==> src/rtl/decoder_recovery_ctrl.sv <==
// decoder_recovery_ctrl
//   Supervises the stall watchdogs of the ITCH decoder bank. Rising edges of
//   each decoder's stuck_flag are latched as pending recovery requests. One
//   shared flush/resync path is granted round-robin to one decoder at a time.
//   The controller pulses flush to that decoder, waits for it to go idle,
//   counts successful recoveries and raises a sticky timeout error if the
//   decoder never idles.
//
// Ports
//   clk            rising-edge clock
//   rst            asynchronous active-high reset
//   stuck_flag     per-decoder stall flag (level)
//   dec_idle       per-decoder idle indication
//   err_clear      single-cycle pulse clearing timeout_err
//   flush          one-hot flush request to the decoder in service (or zero)
//   flush_busy     high while a recovery is in progress (state != IDLE)
//   flush_id       index of the decoder in service, held while idle
//   recover_count  saturating count of successful recoveries
//   timeout_err    sticky: a decoder failed to idle in time
module decoder_recovery_ctrl #(
  parameter int NUM_DEC        = 4,
  parameter int FLUSH_CYCLES   = 2,
  parameter int TIMEOUT_CYCLES = 16,
  parameter int COOL_CYCLES    = 1,
  parameter int CNT_WIDTH      = 16
) (
  input  logic                       clk,
  input  logic                       rst,
  input  logic [NUM_DEC-1:0]         stuck_flag,
  input  logic [NUM_DEC-1:0]         dec_idle,
  input  logic                       err_clear,
  output logic [NUM_DEC-1:0]         flush,
  output logic                       flush_busy,
  output logic [$clog2(NUM_DEC)-1:0] flush_id,
  output logic [CNT_WIDTH-1:0]       recover_count,
  output logic                       timeout_err
);

  localparam int ID_W   = $clog2(NUM_DEC);
  localparam int MAX_FT = (FLUSH_CYCLES > TIMEOUT_CYCLES) ? FLUSH_CYCLES : TIMEOUT_CYCLES;
  localparam int MAX_C  = (MAX_FT > COOL_CYCLES) ? MAX_FT : COOL_CYCLES;
  localparam int TMR_W  = $clog2(MAX_C + 1);

  localparam logic [TMR_W-1:0] FLUSH_LOAD = TMR_W'(FLUSH_CYCLES - 1);
  localparam logic [TMR_W-1:0] WAIT_LOAD  = TMR_W'(TIMEOUT_CYCLES - 1);
  localparam logic [TMR_W-1:0] COOL_LOAD  = TMR_W'(COOL_CYCLES - 1);

  typedef enum logic [1:0] {
    S_IDLE,
    S_FLUSH,
    S_WAIT_IDLE,
    S_COOLDOWN
  } state_t;

  state_t               state_q, state_d;
  logic [TMR_W-1:0]     timer_q, timer_d;
  logic [ID_W-1:0]      flush_id_q, flush_id_d;
  logic [ID_W-1:0]      rr_ptr_q, rr_ptr_d;
  logic [NUM_DEC-1:0]   pending_q, pending_d;
  logic [NUM_DEC-1:0]   stuck_q;
  logic [NUM_DEC-1:0]   flush_q, flush_d;
  logic [CNT_WIDTH-1:0] count_q, count_d;
  logic                 err_q, err_d;

  logic [NUM_DEC-1:0]   rise;
  logic [NUM_DEC-1:0]   svc_mask;
  logic [NUM_DEC-1:0]   grant_mask;
  logic [ID_W:0]        pick;
  logic                 done;
  logic                 err_set;

  function automatic logic [NUM_DEC-1:0] onehot(input logic [ID_W-1:0] idx);
    logic [NUM_DEC-1:0] v;
    v      = '0;
    v[idx] = 1'b1;
    return v;
  endfunction

  // Returns {found, index} of the first request at or above ptr, wrapping.
  // Scanning offsets from highest to lowest lets the nearest one win.
  function automatic logic [ID_W:0] rr_pick(input logic [NUM_DEC-1:0] req,
                                            input logic [ID_W-1:0]    ptr);
    logic [ID_W:0]   r;
    logic [ID_W-1:0] ii;
    r = '0;
    for (int k = NUM_DEC - 1; k >= 0; k--) begin
      ii = ID_W'((int'(ptr) + k) % NUM_DEC);
      if (req[ii]) r = {1'b1, ii};
    end
    return r;
  endfunction

  function automatic logic [CNT_WIDTH-1:0] sat_inc(input logic [CNT_WIDTH-1:0] c);
    return (&c) ? c : c + CNT_WIDTH'(1);
  endfunction

  function automatic logic [ID_W-1:0] next_ptr(input logic [ID_W-1:0] id);
    return (id == ID_W'(NUM_DEC - 1)) ? '0 : id + ID_W'(1);
  endfunction

  assign rise = stuck_flag & ~stuck_q;
  assign pick = rr_pick(pending_q, rr_ptr_q);
  assign done = dec_idle[flush_id_q] & ~stuck_flag[flush_id_q];
  // A re-stall of the decoder already being flushed is part of the same event.
  assign svc_mask = ((state_q == S_FLUSH) || (state_q == S_WAIT_IDLE)) ? onehot(flush_id_q) : '0;

  always_comb begin
    state_d    = state_q;
    timer_d    = timer_q;
    flush_id_d = flush_id_q;
    rr_ptr_d   = rr_ptr_q;
    count_d    = count_q;
    flush_d    = '0;
    grant_mask = '0;
    err_set    = 1'b0;

    case (state_q)
      S_IDLE: begin
        if (pick[ID_W]) begin
          flush_id_d = pick[ID_W-1:0];
          grant_mask = onehot(pick[ID_W-1:0]);
          flush_d    = onehot(pick[ID_W-1:0]);
          timer_d    = FLUSH_LOAD;
          state_d    = S_FLUSH;
        end
      end
      S_FLUSH: begin
        if (timer_q == '0) begin
          timer_d = WAIT_LOAD;
          state_d = S_WAIT_IDLE;
        end else begin
          timer_d = timer_q - TMR_W'(1);
          flush_d = onehot(flush_id_q);
        end
      end
      S_WAIT_IDLE: begin
        // Done is checked first so a decoder idling on the last cycle counts.
        if (done || (timer_q == '0)) begin
          if (done) count_d = sat_inc(count_q);
          else      err_set = 1'b1;
          timer_d  = COOL_LOAD;
          rr_ptr_d = next_ptr(flush_id_q);
          state_d  = S_COOLDOWN;
        end else begin
          timer_d = timer_q - TMR_W'(1);
        end
      end
      S_COOLDOWN: begin
        if (timer_q == '0) state_d = S_IDLE;
        else               timer_d = timer_q - TMR_W'(1);
      end
      default: state_d = S_IDLE;
    endcase

    pending_d = (pending_q & ~grant_mask) | (rise & ~svc_mask);
    err_d     = err_set ? 1'b1 : (err_clear ? 1'b0 : err_q);
  end

  always_ff @(posedge clk or posedge rst) begin
    if (rst) begin
      state_q    <= S_IDLE;
      timer_q    <= '0;
      flush_id_q <= '0;
      rr_ptr_q   <= '0;
      pending_q  <= '0;
      stuck_q    <= '0;
      flush_q    <= '0;
      count_q    <= '0;
      err_q      <= 1'b0;
    end else begin
      state_q    <= state_d;
      timer_q    <= timer_d;
      flush_id_q <= flush_id_d;
      rr_ptr_q   <= rr_ptr_d;
      pending_q  <= pending_d;
      stuck_q    <= stuck_flag;
      flush_q    <= flush_d;
      count_q    <= count_d;
      err_q      <= err_d;
    end
  end

  assign flush         = flush_q;
  assign flush_busy    = (state_q != S_IDLE);
  assign flush_id      = flush_id_q;
  assign recover_count = count_q;
  assign timeout_err   = err_q;

endmodule

==> config.mk <==
export PLATFORM = sky130hd
export DESIGN_NAME = decoder_recovery_ctrl
export DESIGN_NICKNAME = d
export VERILOG_FILES = /design/src/rtl/decoder_recovery_ctrl.sv
export SDC_FILE = /design/constraint.sdc
export NUM_CORES = 1
export LEC_CHECK = 0
export ABC_AREA = 0
export ABC_CLOCK_PERIOD_IN_PS = 2070
export BUFFER_PORTS_ARGS = -buffer_cell sky130_fd_sc_hd__buf_2
export CORE_ASPECT_RATIO = 1.2
export CORE_MARGIN = 2
export CORE_UTILIZATION = 45
export DETAILED_ROUTE_END_ITERATION = 10
export PLACE_DENSITY = 0.66
export SYNTH_ARGS = -nofsm -noshare
export SYNTH_HDL_FRONTEND = slang
export SYNTH_SLANG_ARGS = --single-unit
==> constraint.sdc <==
create_clock -name clk -period 2.07 [get_ports clk]
set_input_delay 0.1035 -clock clk [delete_from_list [all_inputs] [get_ports clk]]
set_output_delay 0.1035 -clock clk [all_outputs]
set_load 0.02 [all_outputs]
* Word-level counts from Yosys, hierarchy flattened
Index checks and enable logic that the tools add are counted.
Word-level totals: output and inout port bits 24, memories 0, logic and storage cells 97, bits in writable memories 0, memory bits (read-only) 0, register bits 40, bits of input ports 11, latch bits 0
Cells by class: $lt $le $gt $ge 8, reductions and logical operators 14, shifts and indexed selects 0, $add $sub $neg 6, $mul 0, equality and inequality tests 9, bitwise operators 10, div/mod/pow operators 0, multiplexer cells 41
Operators by type and width (number):
- 2-to-1 mux 5 bit | 4
- case mux 5 bit (4 select lines) | 1
- < comparator 2 x 3 -> 1 bit (second input constant) | 6
- adder 16 x 1 -> 16 bit (second input constant) | 1
- 2-to-1 mux 4 bit | 4
- AND reduction 16 bit | 1
- 2-to-1 mux 1 bit | 13
- bitwise AND 4 bit | 3
- binary-select mux 1 bit (select 2 bit) | 6
- 2-to-1 mux 3 bit | 4
- inverter 4 bit | 3
- 2-to-1 mux 2 bit | 5
- case mux 2 bit (4 select lines) | 1
- case mux 4 bit (2 select lines) | 1
- AND reduction 4 bit | 2
- == test 2 bit (second input constant) | 3
- != test 2 bit (second input constant) | 3
- AND reduction 2 bit | 3
- zero test 5 bit | 1
- subtractor 5 x 1 -> 5 bit (second input constant) | 1
- adder 2 x 1 -> 2 bit (second input constant) | 2
- adder 2 bit (second input constant) | 2
- demux 1 bit (select 2 bit) | 2
- >= comparator 2 x 1 -> 1 bit (second input constant) | 2
- other kinds (9) | 14

* Logic depth before layout (Yosys ltp)
depth in word-level cells 16, gate-level depth with buffers 7, gate-level depth less buffers 7

* Worst setup path after synthesis
Ideal clock, no wire load.
kind reg-to-reg, start point register flush_id_q[0] (netlist: flush_id[0]), end point register state_q[1], clock period less this slack 1939 ps, setup slack 131 ps, data arrival time 1811 ps, data required time 1942 ps, cell stages (with the launch flop) 6, path buffers 0, setup time 128 ps, cell sequence dfrtp_1 > and4b_1 > nor4_4 > a21boi_1 > o21ai_1 > mux2_1
On the way: longest elaborated chain between the ends 7, elaborated cells between the ends (all ways) 9, those cells by class eq/ne (1); mux (4); bitwise (2); reduce/logical (2)
RTL lines:
- from (decl) | RTL line 57 | logic [ID_W-1:0] flush_id_q, flush_id_d;
- from (signal assigned) | RTL line 173 | flush_id_q <= flush_id_d;
- binary-select mux 1 bit (select 2 bit) | RTL line 103 | assign done = dec_idle[flush_id_q] & ~stuck_flag[flush_id_q];
- 2-to-1 mux 1 bit (not written as such) | RTL line 103
- inverter 1 bit | RTL line 103
- bitwise AND 1 bit * | RTL line 103
- logical OR 1 bit * | RTL line 138 | if (done || (timer_q == '0)) begin
- != test 2 x 1 -> 1 bit (no source line) *
- AND reduction 4 bit (no source line) *
- to (signal assigned) | RTL line 171 | state_q <= state_d;
- to (decl) | RTL line 55 | state_t state_q, state_d;
Every way passes the cells marked *; elsewhere a longest branch is shown, timed or not. The select of a mux whose other input is x is not followed. A chain may end at the register's enable or synchronous reset.

* Worst setup path after layout
start point register flush_id_q[1] (netlist: flush_id[1]), end point register count_q[15] (netlist: recover_count[15])
On the way: longest elaborated chain between the ends 6, elaborated cells between the ends (all ways) 8, those cells by class mux (4); bitwise (2); reduce/logical (2)
RTL lines:
- binary-select mux 1 bit (select 2 bit) | RTL line 103
- 2-to-1 mux 1 bit (not written as such) | RTL line 103
- inverter 1 bit | RTL line 103
- bitwise AND 1 bit * | RTL line 103
- logical OR 1 bit | RTL line 138
- AND reduction 4 bit (no source line) *
- to (signal assigned) | RTL line 178 | count_q <= count_d;
- to (decl) | RTL line 62 | logic [CNT_WIDTH-1:0] count_q, count_d;
Marked as above.

==> results by group <==
Outcome
  • Outcome: completed

Global routing
  • Number of global-route vias before repair: 1,635
  • Largest net degree at the start of global routing: 41
  • Initial antenna violation count: 0
  • GRT Total Usage: 0.1891
  • Grt total ovfl: 0
  • First-pass GRT wire length: 7.458 mm

Detailed routing
  • Initial DRC Count: 101
  • Wirelength per Cell: 14.43 µm
  • Post-Route WL: 4.532 mm
  • Vias/cell: 5.420
  • Antenna-violating nets left: 0
  • TritonRoute pass-1 iters: 4
  • Via count: 1,702
  • # DRC: 0

Clock network
  • Worst-path clk slew: 0.08 ns
  • CTS H-Tree Depth: 2
  • Hold buffer count at cts: 6
  • CTS tree: done
  • Post-CTS Setup Inserts: 0
  • CTS sink cnt: 40
  • Total CTS buffers: 5
  • Clk buf depth: 2
  • PostCTS Resize Cnt: 0
  • Worst-Skew Late Latency: 0.29 ns
  • CTS root buf: clkbuf_8

Place
  • Post-DP HPWL: 3.385 mm
  • Buffers on Ports: 34
  • GP Congestion: 0.8678

Cells and area
  • Commonest non-fill, non-tap cell in the layout: dfrtp_1
  • Final Core Density: 0.5683
  • Most frequent cells in the layout: 40 x dfrtp_1, 34 x buf_2, 22 x nand2_1, 16 x inv_1, 12 x nand3_1
  • Nets: 276
  • ANT cells: 0
  • P&R area growth vs syn: 23.71%
  • Fillers: 420
  • Layout cells sized above 1: 0.2422

Floorplan
  • Initial Utilization: 0.4594
  • I/O Pins: 35
  • Core ar.: 4527 µm²
  • Die W: 66.06 µm
  • Die area: 5183 µm²
  • Rows: 27
  • Chip Height: 78.47 µm

Synthesis
  • Synth top area cells: dfrtp_1 48%, ha_1 6.0%, nand2_1 4.0%
  • Top cell type's share of synthesized area: 0.4813
  • Syn Area/Cell: 10.50 µm²
  • Main flop type after synthesis: dfrtp_1
  • Post-Syn Instances: 198
  • Synthesized area: 2079 µm²
  • Mapped Nets: 219
  • Sequential area share after synthesis: 0.4813
  • Post-synth EDFFs: 0
  • Flops & latches, synth: 40
  • Yosys top cell by area: dfrtp_1
  • Asr flop ratio synth: 1.000
  • Synth unique cells: 41
  • Synth warn: 0

Worst setup path
  • Crit path launch type: flop
  • WS Path Type: reg2reg
  • CP required: 2.25 ns
  • Worst Path Max Fanout: 9
  • Critical path endpoint category: flop
  • Worst EP arrival: 2.13 ns

Timing
  • Clock skew: 0.004334 ns
  • Final hold vios: 0
  • RSZ-0062 raised after global routing: false
  • Final Slew Violations: 0
  • Slew @ Worst Pin: 0.6181 ns
  • Final period utilization: 0.9402
  • Setup TNS: 0 ns
  • Min Tclk post-route: 1.946 ns
  • Slew headroom: 0.5842
  • Final setup fails: 0
  • FMAX: 513.8 MHz

Power
  • Comb power frac: 0.454
  • Internal: 1999 µW
  • Leak: 0.001298 µW
  • Clock network power share: 0.190
  • Sequential Power Share: 0.356
  • Peak supply drop: 0.5897 mV
  • Switch Pwr: 1373 µW
  • Sw Share: 0.4072
  • Pwr per Cell Area: 1311 nW/µm²

Worst hold path
  • Hold/Removal Path Class: in2async

Run
  • Max-cap violations: 0
==> sequential cells by signal, summed over array words and instances, names as in the netlist <==
name	count
state_q	2
recover_count	16
timeout_err	1
pending_q	4
flush	4
rr_ptr_q	2
timer_q	5
stuck_q	4
flush_id	2
==> worst max-delay path, cell delays in order (launching register included) <==
cell and delay, ns:
dfrtp_1 0.49, nor4b_2 0.43, o41a_2 0.22, nand3_2 0.13, nor3_1 0.22, mux2_1 0.34
==> area by class of cell <==
type,count,area [µm²],area share
multi-input cells,141,1015,0.3945
flip-flops and latches,40,1001,0.3891
repair buffers,51,312.8,0.1216
well taps,58,72.57,0.02821
clock buffers,5,68.82,0.02675
inverters,16,60.06,0.02335
clock inverters,3,42.54,0.01654
==> cell usage after synthesis, types with 2 or more instances <==
master,number
xor2_1,6
nor4b_2,2
o31ai_1,2
mux2_1,3
ha_1,10
dfrtp_1,40
nor3_1,7
nor4_4,2
and3_1,4
o21ai_1,5
nand2b_1,3
nand3_1,12
xnor2_1,9
a32o_1,3
nand3b_1,3
nor2_1,9
a21oi_1,5
nand2_1,22
inv_1,16
o21ai_0,3
a21boi_1,2
a21o_1,2
nand4_1,5
and4bb_1,2
nor4_1,3
a22o_1,2
mux2_2,2
==> stage by stage <==
stage,std cells,area (µm²),setup WS [ns],total power [µW],hold WS [ns]
global route,314,2572,0.008324,3631,0.4867
finish,314,2572,0.1238,3372,0.4747
detailed placement,300,2401,0.1208,2733,0.2529
CTS,314,2572,0.1100,3394,0.4777
floorplan,198,2079,0.1309,2253,0.1349
global placement,300,2401,0.1927,2712,0.2520
==> final timing paths <==
| path | slack (ns) | endpoint | startpoint | cells past startpoint |
|---|---|---|---|---|
| min | 0.47 | recover_count[11] | rst | 4 |
| max reg2reg | 0.12 | recover_count[15] | flush_id[1] | 5 |
| min in group clk | 0.49 | stuck_q[3] | stuck_flag[3] | 2 |
| max | 0.12 | recover_count[15] | flush_id[1] | 5 |
| max in group asynchronous | 1.25 | recover_count[13] | rst | 4 |
| min reg2reg | 0.50 | recover_count[7] | recover_count[7] | 1 |
==> power by group through the flow <==
| stage | combinational, µW | sequential [µW] | clock [µW] |
|---|---|---|---|
| final | 1530 | 1200 | 641 |
| after global routing | 1710 | 1230 | 684 |
| after CTS | 1540 | 1200 | 658 |
| after detailed placement | 1520 | 1210 | 0 |
| after global placement | 1510 | 1200 | 0 |
| after floorplan | 969 | 1280 | 0 |
==> cell families (layout without fill, tap and decap cells) <==
| group | after synthesis | in the layout | share of synthesized area |
|---|---|---|---|
| simple gates | 80 | 80 | 0.2304 |
| flops | 40 | 40 | 0.4813 |
| compound gates | 30 | 30 | 0.1023 |
| buf+inv | 17 | 75 | 0.03069 |
| xor+xnor | 15 | 15 | 0.06318 |
| fa+ha+maj | 10 | 10 | 0.06017 |
| mux | 6 | 6 | 0.03189 |
==> metal layers <==
metal / up-vias / wire length [µm] / track usage
met2: 41 / 2307 / 0.3333
li1: 823 / - / -
met5: - / 0 / 0
met3: 7 / 191 / 0.03868
met4: 0 / 66 / 0.06531
met1: 831 / 1966 / 0.2258
No activity file was read; power rests on OpenSTA's default activity.
